$ cat config.mk
export PLATFORM = sky130hd
export DESIGN_NAME = mem_port_arbiter
export DESIGN_NICKNAME = d
export VERILOG_FILES = /design/src/rtl/pipe_pkg.sv /design/src/rtl/arb_ibuf.sv /design/src/rtl/mem_port_arbiter.sv
export SDC_FILE = /design/constraint.sdc
export NUM_CORES = 1
export LEC_CHECK = 0
export ABC_AREA = 0
export ABC_CLOCK_PERIOD_IN_PS = 8800
export BUFFER_PORTS_ARGS = -buffer_cell sky130_fd_sc_hd__buf_4
export CAP_MARGIN = 10
export CORE_UTILIZATION = 40
export DETAILED_ROUTE_END_ITERATION = 8
export GPL_ROUTABILITY_DRIVEN = 0
export PLACE_DENSITY_LB_ADDON = 0.05
export SKIP_CTS_REPAIR_TIMING = 1
export SLEW_MARGIN = 25
export SYNTH_ARGS = -nofsm -noshare
export SYNTH_HDL_FRONTEND = slang
export SYNTH_SLANG_ARGS = --single-unit
$ cat constraint.sdc
create_clock -name clk -period 8.8 [get_ports clk]
set_clock_uncertainty 0.15 [all_clocks]
set_input_delay 0.88 -clock clk [delete_from_list [all_inputs] [get_ports clk]]
set_output_delay 0.88 -clock clk [all_outputs]
set_load 0.005 [all_outputs]
$ cat src/rtl/pipe_pkg.sv
// Shared pipeline types for the memory port arbiter: arbitration states and
// the full byte-enable constant used for instruction fetches.
package pipe_pkg;

    localparam int PIPE_DATA_W = 32;
    localparam int PIPE_BE_W   = PIPE_DATA_W / 8;

    localparam logic [PIPE_BE_W-1:0] BE_ALL = '1;

    typedef enum logic [1:0] {
        IDLE,
        DATA,
        FETCH,
        FETCH_DROP
    } arb_state_t;

endpackage

$ cat src/rtl/arb_ibuf.sv
// Instruction buffer: holds the last fetched word until the fetch stage
// consumes it or a redirect discards it.
module arb_ibuf #(
    parameter int DATA_W = 32
) (
    input  logic              clk,
    input  logic              reset_D,
    input  logic              fill,
    input  logic [DATA_W-1:0] fill_data,
    input  logic              take,
    input  logic              flush,
    output logic [DATA_W-1:0] rdata,
    output logic              valid
);

    // A redirect beats a same-cycle fill; take only matters once a word is held.
    always_ff @(posedge clk or posedge reset_D) begin
        if (reset_D) begin
            valid <= 1'b0;
            rdata <= '0;
        end else if (flush) begin
            valid <= 1'b0;
        end else if (fill) begin
            valid <= 1'b1;
            rdata <= fill_data;
        end else if (take) begin
            valid <= 1'b0;
        end
    end

endmodule

$ cat src/rtl/mem_port_arbiter.sv
// Shares one single-ported, variable-latency memory between instruction fetch
// and the memory stage; data accesses win because they belong to the older instruction.
module mem_port_arbiter
    import pipe_pkg::*;
#(
    parameter int ADDR_W = 32,
    parameter int DATA_W = PIPE_DATA_W
) (
    input  logic                clk,
    input  logic                reset_D,
    input  logic                if_req,
    input  logic [ADDR_W-1:0]   if_addr,
    input  logic                if_take,
    input  logic                if_flush,
    output logic [DATA_W-1:0]   if_rdata,
    output logic                if_valid,
    input  logic                d_req,
    input  logic                d_we,
    input  logic [DATA_W/8-1:0] d_be,
    input  logic [ADDR_W-1:0]   d_addr,
    input  logic [DATA_W-1:0]   d_wdata,
    output logic [DATA_W-1:0]   d_rdata,
    output logic                d_done,
    output logic                stall_if,
    output logic                stall_mem,
    output logic                mem_req,
    output logic                mem_we,
    output logic [DATA_W/8-1:0] mem_be,
    output logic [ADDR_W-1:0]   mem_addr,
    output logic [DATA_W-1:0]   mem_wdata,
    input  logic [DATA_W-1:0]   mem_rdata,
    input  logic                mem_ack
);

    localparam int BE_W = DATA_W / 8;
    localparam logic [BE_W-1:0] FETCH_BE = {BE_W{1'b1}};

    arb_state_t state, state_nxt;

    logic              req_nxt;
    logic              we_nxt;
    logic [BE_W-1:0]   be_nxt;
    logic [ADDR_W-1:0] addr_nxt;
    logic [DATA_W-1:0] wdata_nxt;
    logic              done_nxt;
    logic              load_en;
    logic              fill;
    logic              ack;

    // An ack only counts while a request is actually on the bus.
    assign ack = mem_ack & mem_req;

    // NOTE: every signal gets a default before the case so no path leaves one unassigned (no latches).
    always_comb begin
        state_nxt = state;
        req_nxt   = mem_req;
        we_nxt    = mem_we;
        be_nxt    = mem_be;
        addr_nxt  = mem_addr;
        wdata_nxt = mem_wdata;
        done_nxt  = 1'b0;
        load_en   = 1'b0;
        fill      = 1'b0;

        case (state)
            IDLE: begin
                if (d_req && !d_done) begin
                    state_nxt = DATA;
                    req_nxt   = 1'b1;
                    we_nxt    = d_we;
                    be_nxt    = d_be;
                    addr_nxt  = d_addr;
                    wdata_nxt = d_wdata;
                end else if (if_req && !if_valid && !if_flush) begin
                    state_nxt = FETCH;
                    req_nxt   = 1'b1;
                    we_nxt    = 1'b0;
                    be_nxt    = FETCH_BE;
                    addr_nxt  = if_addr;
                    wdata_nxt = '0;
                end
            end
            DATA: begin
                if (ack) begin
                    state_nxt = IDLE;
                    req_nxt   = 1'b0;
                    done_nxt  = 1'b1;
                    load_en   = !mem_we;
                end
            end
            FETCH: begin
                if (ack) begin
                    state_nxt = IDLE;
                    req_nxt   = 1'b0;
                    fill      = !if_flush;
                end else if (if_flush) begin
                    state_nxt = FETCH_DROP;
                end
            end
            FETCH_DROP: begin
                // The access already issued must finish; its data is thrown away.
                if (ack) begin
                    state_nxt = IDLE;
                    req_nxt   = 1'b0;
                end
            end
            default: begin
                state_nxt = IDLE;
                req_nxt   = 1'b0;
            end
        endcase
    end

    // NOTE: sequential state uses non-blocking assignments so all registers update from pre-edge values.
    always_ff @(posedge clk or posedge reset_D) begin
        if (reset_D) begin
            state     <= IDLE;
            mem_req   <= 1'b0;
            mem_we    <= 1'b0;
            mem_be    <= '0;
            mem_addr  <= '0;
            mem_wdata <= '0;
            d_done    <= 1'b0;
            d_rdata   <= '0;
        end else begin
            state     <= state_nxt;
            mem_req   <= req_nxt;
            mem_we    <= we_nxt;
            mem_be    <= be_nxt;
            mem_addr  <= addr_nxt;
            mem_wdata <= wdata_nxt;
            d_done    <= done_nxt;
            if (load_en) begin
                d_rdata <= mem_rdata;
            end
        end
    end

    arb_ibuf #(
        .DATA_W (DATA_W)
    ) u_ibuf (
        .clk       (clk),
        .reset_D   (reset_D),
        .fill      (fill),
        .fill_data (mem_rdata),
        .take      (if_take),
        .flush     (if_flush),
        .rdata     (if_rdata),
        .valid     (if_valid)
    );

    // d_done doubles as the memory stage's advance qualifier, so it releases the stall.
    assign stall_mem = d_req & ~d_done;
    assign stall_if  = (if_req & ~if_valid) | stall_mem;

endmodule

==> out/results.tsv <==
metric	value	unit
status	complete, no violations	
Final TNS setup	0	ps
fill count	1168	
Antenna Nets Post-Route	0	
Final nets	845	
post-synthesis net count	567	
post-synthesis cell count	427	
Post-DP Area	0.00805	mm²
DIE AREA	0.0151	mm²
Worst EP required	7770	ps
CP max FO	34	
Worst EP arrival	1740	ps
min Tclk post-route	2770	ps
deepest clock path buffer count	2	
Vert. Die Dim	123	µm
drt via density	4.87	
PnR worst setup slack	6030	ps
RR Endpoint	mem_addr[30]	
Yosys top cell by area	dfrtp_1	
DRC viols	0	
TritonCTS clock tree	yes	
P_leak	4.30	nW
Multi-input gate area	0.00223	mm²
worst r2r src	state[1]	
fin area	0.00863	mm²
WL/cell	16.6	µm
port bufs	277	
CTS Buf Count	17	
fin util	0.614	
Initial Util	0.416	
IO Count	278	
power per cell area	325	mW/mm²
drt pass-1 iters	5	
first-pass GRT wire length	22800	µm
Overflow after GRT	0	
register area	0.00345	mm²
ANT cells	0	
synth top area cells	dfrtp_1 59%, mux2_2 17%, mux2_4 7.7%, nand2_1 4.4%, o21ai_0 3.1%	
Hold Crit Class	flip-flop to flip-flop	
row cnt	43	
RSZ-0062 raised after global routing	no	
total number of vias	4366	
Min-Delay Endpoint	d_rdata[27]	
Final HPWL DP	10600	µm
worst slack, placed	5820	ps
synthesized area	0.00584	mm²
Tcrit/Tclk final	0.315	
CTS sink cnt	138	
Max VDD drop	0.158	mV
layout cells sized above 1	0.610	
clk slew on worst S/H paths	60	ps
Hold Vio Cnt, Final	0	
GRT Overall Usage	0.202	
Post-Layout Cell Count	896	
Pins Over Slew Limit	0	
WS Path Type	primary input to primary output	
core area	0.0140	mm²
Hold Path Depth	1	
antenna violations before repair	0	
vias in the first global route	4493	
endpoints failing setup	0	
CP Capture Type	primary output	
post-synthesis sequential area ratio	0.592	
DR iter-0 viols	195	
final WL	14800	µm
Startpoint Class	primary input	
measured slew at the worst slew-check pin	671	ps
FF-to-FF setup slack	6180	ps
post-synth cell types	22	
path depth of the worst reg2reg path	4	
Relative slew margins	0.553	
Post-Place Cells	866	
clk root buf	clkbuf_16	
Synth Area per Inst	13.7	µm²
chip width	123	µm
H-tree depth	4	
area grow syn2layout	47.8	%
Fmax achieved	0.361	GHz
post-synth top area share	0.592	
worst-skew pair later-pin latency	410	ps
Yosys reg bits	138	
yosys warns	0	
hold path start	d_rdata[27]	
pin count of the biggest net entering global routing	75	
maxcap violations	0	
## flip-flops by register name, summed over array words and instances, names as in the netlist
register and count:
d_done 1, mem_req 1, d_rdata 32, mem_we 1, u_ibuf.rdata 32, mem_addr 32, state 2, u_ibuf.valid 1
mem_be 4, mem_wdata 32
## worst max-delay path by stage
stage	slack [ps]	depth (start not counted)	start	to
after floorplan	4070	1	reset_D	d_done
after global placement	5860	5	d_req	mem_addr[30]
after detailed placement	5820	5	d_req	mem_addr[31]
after CTS	6020	5	d_req	stall_if
after global routing	5960	5	d_req	stall_if
final	6030	5	d_req	stall_if
## cell families after synthesis
logic type             after synthesis  synth area share
AND/OR/NAND/NOR                     88            0.0714
flip-flops                         138             0.592
AO/OA/AOI/OAI                       45            0.0418
buffers and inverters               28            0.0287
multiplexers                       128             0.266
## final cells by class
class,instances,area share
clock inverters,8,0.0110
repair buffers,283,0.247
clock buffers,22,0.0550
flip-flops and latches,138,0.400
well taps,180,0.0261
multi-input cells,261,0.258
inverters,4,0.00232
## critical path, cell delays in order
cell and delay [ps]:
buf_4 90, nor2b_4 140, buf_4 380, a21o_1 130, buf_4 100
## cells in the final DEF, fill, tap and decap left out, drive strengths merged
| cell type | count |
|---|---|
| nand2 | 68 |
| a21oi | 5 |
| bufinv | 2 |
| nor4b | 3 |
| buf | 283 |
| or3b | 1 |
| clkinvlp | 2 |
| o21ai | 37 |
| a21boi | 1 |
| nor3b | 1 |
| inv | 4 |
| or2 | 2 |
| nor2b | 1 |
| a21o | 2 |
| nor2 | 11 |
| mux2 | 128 |
| clkbuf | 22 |
| or4b | 1 |
| clkinv | 4 |
| dfrtp | 138 |
## per-stage QoR
stage,total power [mW],hold WS (ps)
3_5_place_dp,2.14,326
2_1_floorplan,1.57,333
3_3_place_gp,2.11,321
6_report,2.81,333
5_1_grt,2.98,369
4_1_cts,2.85,339
## synthesized netlist by cell type
library cell / instances
nor2b_1: 1
nor3b_1: 1
or4b_4: 1
buf_12: 3
mux2_1: 12
buf_2: 11
mux2_2: 86
buf_1: 1
or2_2: 2
o21ai_4: 1
a21oi_1: 5
o21ai_0: 36
a21boi_0: 1
mux2_4: 30
nor4b_4: 3
dfrtp_1: 138
nor2_1: 11
or3b_1: 1
clkbuf_1: 9
inv_1: 4
a21o_1: 2
nand2_1: 68
## layer usage
metal	GRT usage	share of wire	vias to the layer above	wire length (µm)
li1	-	-	2018	-
met1	0.225	0.37	2142	5510
met2	0.343	0.51	183	7560
met3	0.0781	0.098	23	1450
met4	0.0877	0.022	0	329
met5	0	0	-	0
## power by group
part / switching (mW) / internal, mW
Combinational: 0.384 / 0.661
Clock: 0.250 / 0.434
Sequential: 0.165 / 0.911
Power figures use the tool's default switching activity.
